`config.mk`:
```
export PLATFORM = sky130hd
export DESIGN_NAME = router_rx_deserializer
export DESIGN_NICKNAME = d
export VERILOG_FILES = /design/src/rtl/router_rx_deserializer.sv
export SDC_FILE = /design/constraint.sdc
export NUM_CORES = 1
export LEC_CHECK = 0
export BUFFER_PORTS_ARGS = -buffer_cell sky130_fd_sc_hd__buf_2
export CORE_ASPECT_RATIO = 1.1
export CORE_MARGIN = 3
export CORE_UTILIZATION = 40
export CTS_BUF_LIST = sky130_fd_sc_hd__clkbuf_8
export DETAILED_ROUTE_END_ITERATION = 6
export PLACE_DENSITY = 0.69
export SLEW_MARGIN = 20
export SYNTH_ARGS = -nofsm -noshare
export SYNTH_HDL_FRONTEND = slang
export SYNTH_SLANG_ARGS = --single-unit
```
`constraint.sdc`:
```
create_clock -name clock -period 1.9 [get_ports clock]
set_input_delay 0 -clock clock [delete_from_list [all_inputs] [get_ports clock]]
set_output_delay 0 -clock clock [all_outputs]
set_load 0.005 [all_outputs]
```
`src/rtl/router_rx_deserializer.sv`:
```
// router_rx_deserializer: N independent bit-serial ingress ports, each decoding a
// destination header and DATA_W-bit words. Define ROUTER_RX_STATS_EN for per-port packet/error counters.
module router_rx_deserializer #(
  parameter int unsigned NUM_PORTS  = 16,
  parameter int unsigned ADDR_BITS  = 4,
  parameter int unsigned PAD_CYCLES = 5,
  parameter int unsigned DATA_W     = 8
) (
  input  logic                           clock,
  input  logic                           reset_n,
  input  logic [NUM_PORTS-1:0]           din,
  input  logic [NUM_PORTS-1:0]           valid_n,
  input  logic [NUM_PORTS-1:0]           frame_n,
  output logic [NUM_PORTS-1:0]           hdr_valid,
  output logic [NUM_PORTS*ADDR_BITS-1:0] hdr_addr,
  output logic [NUM_PORTS-1:0]           rx_valid,
  output logic [NUM_PORTS*DATA_W-1:0]    rx_data,
  output logic [NUM_PORTS-1:0]           rx_last,
  output logic [NUM_PORTS-1:0]           rx_err,
  output logic [NUM_PORTS-1:0]           busy_o
`ifdef ROUTER_RX_STATS_EN
  ,
  output logic [NUM_PORTS*16-1:0]        pkt_cnt,
  output logic [NUM_PORTS*16-1:0]        err_cnt
`endif
);

  // One shared counter per port serves address index, pad count and bit index.
  localparam int unsigned CNT_MAX0 = (ADDR_BITS > DATA_W) ? ADDR_BITS : DATA_W;
  localparam int unsigned CNT_MAX  = (PAD_CYCLES > CNT_MAX0) ? PAD_CYCLES : CNT_MAX0;
  localparam int unsigned CNT_W    = (CNT_MAX < 2) ? 1 : $clog2(CNT_MAX);

  typedef enum logic [1:0] {S_IDLE, S_ADDR, S_PAD, S_DATA} state_t;

  for (genvar p = 0; p < NUM_PORTS; p++) begin : g_port
    state_t                 state_q, state_d;
    logic [CNT_W-1:0]       cnt_q, cnt_d;
    logic [ADDR_BITS-1:0]   addr_q, addr_d;
    logic [DATA_W-1:0]      data_q, data_d;
    logic                   hdr_set, word_set, last_set, err_set;

    logic                   hdr_v_q, rx_v_q, rx_l_q, err_q, busy_q;
    logic [ADDR_BITS-1:0]   hdr_a_q;
    logic [DATA_W-1:0]      rx_d_q;

    always_comb begin
      state_d  = state_q;
      cnt_d    = cnt_q;
      addr_d   = addr_q;
      data_d   = data_q;
      hdr_set  = 1'b0;
      word_set = 1'b0;
      last_set = 1'b0;
      err_set  = 1'b0;
      unique case (state_q)
        S_IDLE: begin
          if (!frame_n[p]) begin
            addr_d    = '0;
            addr_d[0] = din[p];
            data_d    = '0;
            if (ADDR_BITS == 1) begin
              hdr_set = 1'b1;
              cnt_d   = '0;
              state_d = (PAD_CYCLES == 0) ? S_DATA : S_PAD;
            end else begin
              cnt_d   = CNT_W'(1);
              state_d = S_ADDR;
            end
          end
        end
        S_ADDR: begin
          if (frame_n[p]) begin
            err_set = 1'b1;
            cnt_d   = '0;
            state_d = S_IDLE;
          end else begin
            for (int unsigned b = 0; b < ADDR_BITS; b++) begin
              if (cnt_q == CNT_W'(b)) addr_d[b] = din[p];
            end
            if (cnt_q == CNT_W'(ADDR_BITS - 1)) begin
              hdr_set = 1'b1;
              cnt_d   = '0;
              state_d = (PAD_CYCLES == 0) ? S_DATA : S_PAD;
            end else begin
              cnt_d = cnt_q + CNT_W'(1);
            end
          end
        end
        S_PAD: begin
          if (frame_n[p]) begin
            err_set = 1'b1;
            cnt_d   = '0;
            state_d = S_IDLE;
          end else if (cnt_q == CNT_W'(PAD_CYCLES - 1)) begin
            cnt_d   = '0;
            state_d = S_DATA;
          end else begin
            cnt_d = cnt_q + CNT_W'(1);
          end
        end
        S_DATA: begin
          if (!valid_n[p]) begin
            for (int unsigned b = 0; b < DATA_W; b++) begin
              if (cnt_q == CNT_W'(b)) data_d[b] = din[p];
            end
            if (cnt_q == CNT_W'(DATA_W - 1)) begin
              word_set = 1'b1;
              last_set = frame_n[p];
              cnt_d    = '0;
              if (frame_n[p]) state_d = S_IDLE;
            end else if (frame_n[p]) begin
              err_set = 1'b1;
              cnt_d   = '0;
              data_d  = '0;
              state_d = S_IDLE;
            end else begin
              cnt_d = cnt_q + CNT_W'(1);
            end
          end else if (frame_n[p]) begin
            err_set = 1'b1;
            cnt_d   = '0;
            data_d  = '0;
            state_d = S_IDLE;
          end
        end
        default: state_d = S_IDLE;
      endcase
    end

    always_ff @(posedge clock or negedge reset_n) begin
      if (!reset_n) begin
        state_q <= S_IDLE;
        cnt_q   <= '0;
        addr_q  <= '0;
        data_q  <= '0;
        hdr_v_q <= 1'b0;
        hdr_a_q <= '0;
        rx_v_q  <= 1'b0;
        rx_d_q  <= '0;
        rx_l_q  <= 1'b0;
        err_q   <= 1'b0;
        busy_q  <= 1'b0;
      end else begin
        state_q <= state_d;
        cnt_q   <= cnt_d;
        addr_q  <= addr_d;
        data_q  <= data_d;
        hdr_v_q <= hdr_set;
        if (hdr_set) hdr_a_q <= addr_d;
        rx_v_q  <= word_set;
        if (word_set) rx_d_q <= data_d;
        rx_l_q  <= last_set;
        err_q   <= err_set;
        busy_q  <= (state_d != S_IDLE);
      end
    end

    assign hdr_valid[p]                         = hdr_v_q;
    assign hdr_addr[p*ADDR_BITS +: ADDR_BITS]   = hdr_a_q;
    assign rx_valid[p]                          = rx_v_q;
    assign rx_data[p*DATA_W +: DATA_W]          = rx_d_q;
    assign rx_last[p]                           = rx_l_q;
    assign rx_err[p]                            = err_q;
    assign busy_o[p]                            = busy_q;

`ifdef ROUTER_RX_STATS_EN
    logic [15:0] pkt_q, errc_q;

    // Counters step on the same edge that raises their pulse, so they read updated alongside it.
    always_ff @(posedge clock or negedge reset_n) begin
      if (!reset_n) begin
        pkt_q  <= '0;
        errc_q <= '0;
      end else begin
        if (last_set && (pkt_q != '1)) pkt_q <= pkt_q + 16'd1;
        if (err_set && (errc_q != '1)) errc_q <= errc_q + 16'd1;
      end
    end

    assign pkt_cnt[p*16 +: 16] = pkt_q;
    assign err_cnt[p*16 +: 16] = errc_q;
`endif
  end

endmodule

```
### Word-level counts from Yosys, hierarchy flattened

Cells that the tools add are included.

| word-level totals | value |
|---|---|
| logic and storage cells | 1,280 |
| flip-flop bits (word level) | 544 |
| input port bits | 50 |
| output and inout port bits | 272 |

| operators by class | value |
|---|---|
| mux-type cells | 816 |
| add/subtract/negate cells | 16 |
| eq/ne operators | 192 |
| reduce and logical (&&, ||, !) cells | 80 |

Operators with widths:

| operator | count |
|---|---|
| $mux W8 | 80 |
| $mux W3 | 144 |
| $mux W1 | 384 |
| $pmux W8 S2 | 16 |
| $eq A3 B3 Y1 const B | 64 |
| $mux W2 | 96 |
| $pmux W3 S4 | 16 |
| $mux W4 | 32 |
| $pmux W2 S4 | 16 |
| $pmux W4 S2 | 16 |
| $eq A3 B2 Y1 const B | 32 |
| $eq A2 B2 Y1 const B | 32 |
| $add A3 B1 Y3 const B | 16 |
| $eq A3 B1 Y1 const B | 16 |
| $logic_not A3 Y1 | 16 |
| $ne A3 B3 Y1 const B | 16 |
| $eq A2 B1 Y1 const B | 16 |
| $logic_not A2 Y1 | 16 |
| $ne A2 B2 Y1 const B | 16 |
| $pmux W1 S2 | 16 |
| $reduce_and A2 Y1 | 16 |
| $reduce_bool A2 Y1 | 16 |
| $reduce_or A2 Y1 | 16 |

### Longest topological paths before layout

| logic depth | value |
|---|---|
| depth in word-level cells | 6 |
| mapped depth | 8 |
| depth with buffers taken out | 7 |

### Least setup slack after synthesis

OpenSTA, ideal clock, no wires.

| timing path | value |
|---|---|
| kind | register to register |
| start | register g_port[4].cnt_q[2] |
| end | register g_port[4].busy_q |
| clock period less this slack | 2.009 ns |
| arrival time | 1.885 ns |
| cell stages (with the launch flop) | 9 |
| setup slack | -0.109 ns |
| data required time | 1.776 ns |
| path through | dfrtp_1 > clkbuf_1 > inv_1 > ha_1 > and3b_1 > buf_2 > a21o_1 > a22o_1 > or2_1 |

| on the way | value |
|---|---|
| word-level cells in the longest chain between the ends | 5 |

RTL lines:

| item | RTL line | source |
|---|---|---|
| from (decl) | 37 | `logic [CNT_W-1:0] cnt_q, cnt_d;` |
| from (signal assigned) | 145 | `cnt_q <= cnt_d;` |
| $eq A3 B3 Y1 / $eq A3 B2 Y1 (equally long branches) | 94, 80 |  |
| $mux W2, on equally long branches | 94, 80 |  |
| $mux W2, on equally long branches | 90, 72 |  |
| $pmux W2 S4 (*) | 55 | `unique case (state_q)` |
| named net g_port[4].state_d[1] | 36 | `state_t state_q, state_d;` |
| $reduce_bool A2 Y1 (*) | 154 | `busy_q <= (state_d != S_IDLE);` |
| to (signal assigned) | 154 |  |
| to (decl) | 42 | `logic hdr_v_q, rx_v_q, rx_l_q, err_q, busy_q;` |

Mark *: on every way through the listed nets, which the timed path passes. The rest lies on a longest branch.
A chain may end at the register's enable or synchronous reset.

### Final worst setup path

| timing path | value |
|---|---|
| start | register g_port[3].cnt_q[0] |
| end | register g_port[3].rx_d_q[3] |

| on the way | value |
|---|---|
| word-level cells in the longest chain between the ends | 6 |

RTL lines:

| item | RTL line | source |
|---|---|---|
| from (decl) | 37 |  |
| from (signal assigned) | 145 |  |
| $eq A3 B2 Y1 | 104 | `if (cnt_q == CNT_W'(b)) data_d[b] = din[p];` |
| $mux W1 | 104 |  |
| $mux W8 | 111 | `end else if (frame_n[p]) begin` |
| $mux W8 (*) | 106 | `if (cnt_q == CNT_W'(DATA_W - 1)) begin` |
| $mux W8 (*) | 102 | `if (!valid_n[p]) begin` |
| $pmux W8 S2 (*) | 55 |  |
| named net g_port[3].data_d[3] | 39 | `logic [DATA_W-1:0] data_q, data_d;` |
| to (signal assigned) | 151 | `if (word_set) rx_d_q <= data_d;` |
| to (decl) | 44 | `logic [DATA_W-1:0] rx_d_q;` |

Marks and branches as above.

==> results_tabular.tex <==
\begin{tabular}{lr}
\hline
Metric & Value \\
\hline
\multicolumn{2}{l}{\textbf{Yosys}} \\
\quad Share of Yosys cell area claimed by the top area cell type & 46.5\% \\
\quad Mean instance size in the synthesized netlist & 9.67 µm² \\
\quad Register bit count reported by yosys & 529 \\
\quad Commonest cells post-synth & 529 x dfrtp\_1, 381 x nand2\_1, 197 x ha\_1 \\
\quad Synthesized netlist net count & 3191 \\
\quad Synth warnings & 0 \\
\quad Most repeated cell in the gate-level netlist after synthesis & dfrtp\_1 \\
\quad Top post-synthesis cells by area & dfrtp\_1 47\%, ha\_1 8.7\%, nand2\_1 5.0\% \\
\quad Leading area contributor after synthesis & dfrtp\_1 \\
\quad Main flop type after synthesis & dfrtp\_1 \\
\quad FFs w/ async S/R, synth & 100\% \\
\quad Netlist area before placement & 0.0285 mm² \\
\quad EDFF count, synth & 0 \\
\quad Library cells used by synthesis & 78 \\
\quad Cell count after synthesis & 2944 \\
\quad Sequential fraction of the synthesis area & 46.5\% \\
\multicolumn{2}{l}{\textbf{Worst hold path}} \\
\quad Worst Hold Launch & din[12] \\
\quad Hold Crit Depth & 3 \\
\quad Worst min-delay path endpoint & g\_port[12].hdr\_a\_q[3] \\
\quad Min-Delay Path Class & in -> reg \\
\multicolumn{2}{l}{\textbf{Critical path}} \\
\quad R2r endpoint & g\_port[3].rx\_d\_q[3] \\
\quad Required time of the critical path & 2.44 ns \\
\quad Worst endpoint data arrival time & 2.38 ns \\
\quad R2r setup slk & 0.06 ns \\
\quad Worst r2r src & g\_port[3].cnt\_q[0] \\
\quad Worst reg2reg path depth & 6 \\
\quad Category of the worst setup path launch point & flip-flop \\
\quad Critical path peak fanout & 4 \\
\quad Critical path type & reg -> reg \\
\quad Element type at the critical path end & flip-flop \\
\multicolumn{2}{l}{\textbf{Global route}} \\
\quad Largest net degree at the start of global routing & 84 \\
\quad GR met3 Demand/Resource & 4.05\% \\
\quad Global Route Usage Sum & 18.8\% \\
\quad Final global-route overflow total & 0 \\
\quad Busiest layer in global routing & met2 \\
\quad Global-route met2 utilization & 31.1\% \\
\quad Met1 routing resource usage after global routing & 24.6\% \\
\quad Vias in the first global route & 23000 \\
\quad Initial antenna violation count & 1 \\
\quad Global-route wire length before repair & 117000 µm \\
\multicolumn{2}{l}{\textbf{Floorplan}} \\
\quad Standard cell core area & 0.0698 mm² \\
\quad Num ports & 322 \\
\quad Effective utilization at floorplan & 40.8\% \\
\quad Number of placement rows & 101 \\
\quad Horizontal die dimension & 260 µm \\
\quad Overall die height & 286 µm \\
\quad Die Outline Area & 0.0744 mm² \\
\multicolumn{2}{l}{\textbf{Cells and area}} \\
\quad Final-layout fill cell count & 6406 \\
\quad Combined area of the multi-input logic cells & 0.0141 mm² \\
\quad Sequential cell area & 0.0133 mm² \\
\quad Final core utilization & 50.7\% \\
\quad Fraction of layout cells with a size suffix above 1 & 28.7\% \\
\quad Number of nets in the layout & 3705 \\
\quad Area added between synthesis and finish & 24.3\% \\
\quad Area of all placed cells without fillers & 0.0354 mm² \\
\multicolumn{2}{l}{\textbf{Power}} \\
\quad Leakage power of the design & 17.4 nW \\
\quad Max rail drop VDD & 725 µV \\
\quad PwrDens & 1090 mW/mm² \\
\multicolumn{2}{l}{\textbf{Place}} \\
\quad GP Congestion & 0.867 \\
\quad Placed cell areas & 0.0320 mm² \\
\quad Quantity of I/O buffers inserted on ports & 321 \\
\quad Post-detail-place hpwl & 51900 µm \\
\multicolumn{2}{l}{\textbf{CTS}} \\
\quad Clock insertion delay at the later pin of the skew report & 0.68 ns \\
\quad TritonCTS clock tree & done \\
\quad CTS H-tree lvls & 3 \\
\quad Clk pin slew, worst setup/hold paths & 0.06 ns \\
\quad Root Buffer & clkbuf\_8 \\
\quad Buffer levels on the longest clock path & 3 \\
\quad TritonCTS sink count & 529 \\
\quad Num CTS Buffers & 93 \\
\multicolumn{2}{l}{\textbf{Routing}} \\
\quad Aggregate routed wire length & 70700 µm \\
\quad Via-per-instance ratio & 5.11 \\
\quad DRC errors left & 0 \\
\quad Iter 0 DRT Violations & 1175 \\
\quad Number of iterations in the first detailed-routing pass & 7 \\
\quad Routed wire per std cell & 15.8 µm \\
\quad Post-route ant nets & 0 \\
\quad Total via count after detailed routing & 22800 \\
\multicolumn{2}{l}{\textbf{Timing}} \\
\quad Total negative slack for setup checks & 0 ns \\
\quad Pins over their slew limit & 0 \\
\quad Final count of hold timing violations & 0 \\
\quad Clock tree skew after final layout & 0.0460 ns \\
\quad Maximum clock frequency & 543 MHz \\
\quad Time the final worst path needs with I/O delays and setup & 1.84 ns \\
\quad Unrepaired setup endpoints after global routing & yes \\
\quad Final Cycle Share & 96.9\% \\
\quad Remaining max-slew budget at the tightest pin & 68.8\% \\
\quad Worst Max-Slew Pin Slew & 0.467 ns \\
\quad Hold Slack & 0.165 ns \\
\quad Setup-violating endpoint count in the final report & 0 \\
\multicolumn{2}{l}{\textbf{Run status}} \\
\quad Outcome & completed \\
\multicolumn{2}{l}{\textbf{Job}} \\
\quad Number of violations of the max-capacitance limit & 0 \\
\hline
\end{tabular}
## state kept, by name, indices dropped and copies added, names as in the netlist
signal and flops:
g_port.err_q 16, g_port.hdr_a_q 64, g_port.hdr_v_q 16, g_port.data_q 128, g_port.state_q 32, g_port.rx_v_q 16
g_port.rx_d_q 128, g_port.addr_q 49, g_port.cnt_q 48, g_port.rx_l_q 16, g_port.busy_q 16
## timing repair
action	4_1_cts	5_1_grt
resized for setup	23	185
pin swaps	3	40
setup endpoints to repair	49	187
hold endpoints to repair	1036	0
hold buffers	51	0
setup buffers	5	18
## placed cells by master, fill, tap and decap left out, drive strengths merged, types with 108 or more instances in the layout
cell type / instances
buf: 575
dfrtp: 529
nand2: 381
inv: 211
ha: 197
nor2: 176
a21oi: 156
o21ai: 154
mux2: 115
clkbuf: 114
nand2b: 108
## report_power, final
part / leakage (nW) / switching [mW] / internal (mW)
combinational: 9.19 / 7.20 / 6.19
clock: 1.11 / 4.96 / 6.04
sequential: 7.15 / 1.06 / 13.0
total: 17.4 / 13.2 / 25.3
## layout make-up
cell class	count	share of cell area [%]
Multi-Input combinational cell	2021	39.8
Sequential cell	529	37.5
Timing Repair Buffer	625	11.9
Clock buffer	114	4.44
Tap cell	927	3.28
Inverter	188	2.01
Clock inverter	58	1.14
Antenna cell	1	0.00707
## worst max-delay path, stage by stage (launching register included)
cell and delay (ns):
dfrtp_1 0.38, ha_2 0.22, ha_1 0.20, nand2b_1 0.08, mux2_2 0.33, a32o_1 0.26, mux2_2 0.26
## cells by family after synthesis
kind of cell / Yosys count / synth area share [%]
and+or+nand+nor: 997 / 17.4
AOI/OAI and AO/OA: 703 / 16.2
DFF: 529 / 46.5
buffers and inverters: 394 / 6.46
adders and majority gates: 197 / 8.66
muxes: 124 / 4.87
## routing by layer
layer	wire length [µm]	vias up	share of wire, %
li1	-	11200	-
met1	31500	11000	45
met2	33500	489	47
met3	3980	116	5.6
met4	1740	0	2.5
met5	0	-	0
## through the flow
step                      cells  total power [mW]  setup slack [ns]
after global placement     4216              26.3            -0.108
after detailed placement   4216              26.6            -0.123
final                      4463              38.5            0.0594
after global routing       4463              41.4           -0.0581
after floorplan            2944              21.9           -0.0227
after CTS                  4444              38.1           0.00135
## how the worst max path moves through the flow
stage	start	to	slack, ns	depth (start not counted)
2_1_floorplan	g_port[4].state_q[0]	g_port[4].rx_d_q[5]	-0.02	7
3_3_place_gp	g_port[4].state_q[0]	g_port[4].rx_d_q[6]	-0.11	6
3_5_place_dp	g_port[4].state_q[0]	g_port[4].rx_d_q[5]	-0.12	6
4_1_cts	g_port[5].cnt_q[0]	g_port[5].rx_d_q[3]	0.001	6
5_1_grt	g_port[3].cnt_q[0]	g_port[3].rx_d_q[4]	-0.06	7
6_report	g_port[3].cnt_q[0]	g_port[3].rx_d_q[3]	0.06	6
Power figures use the tool's default switching activity.
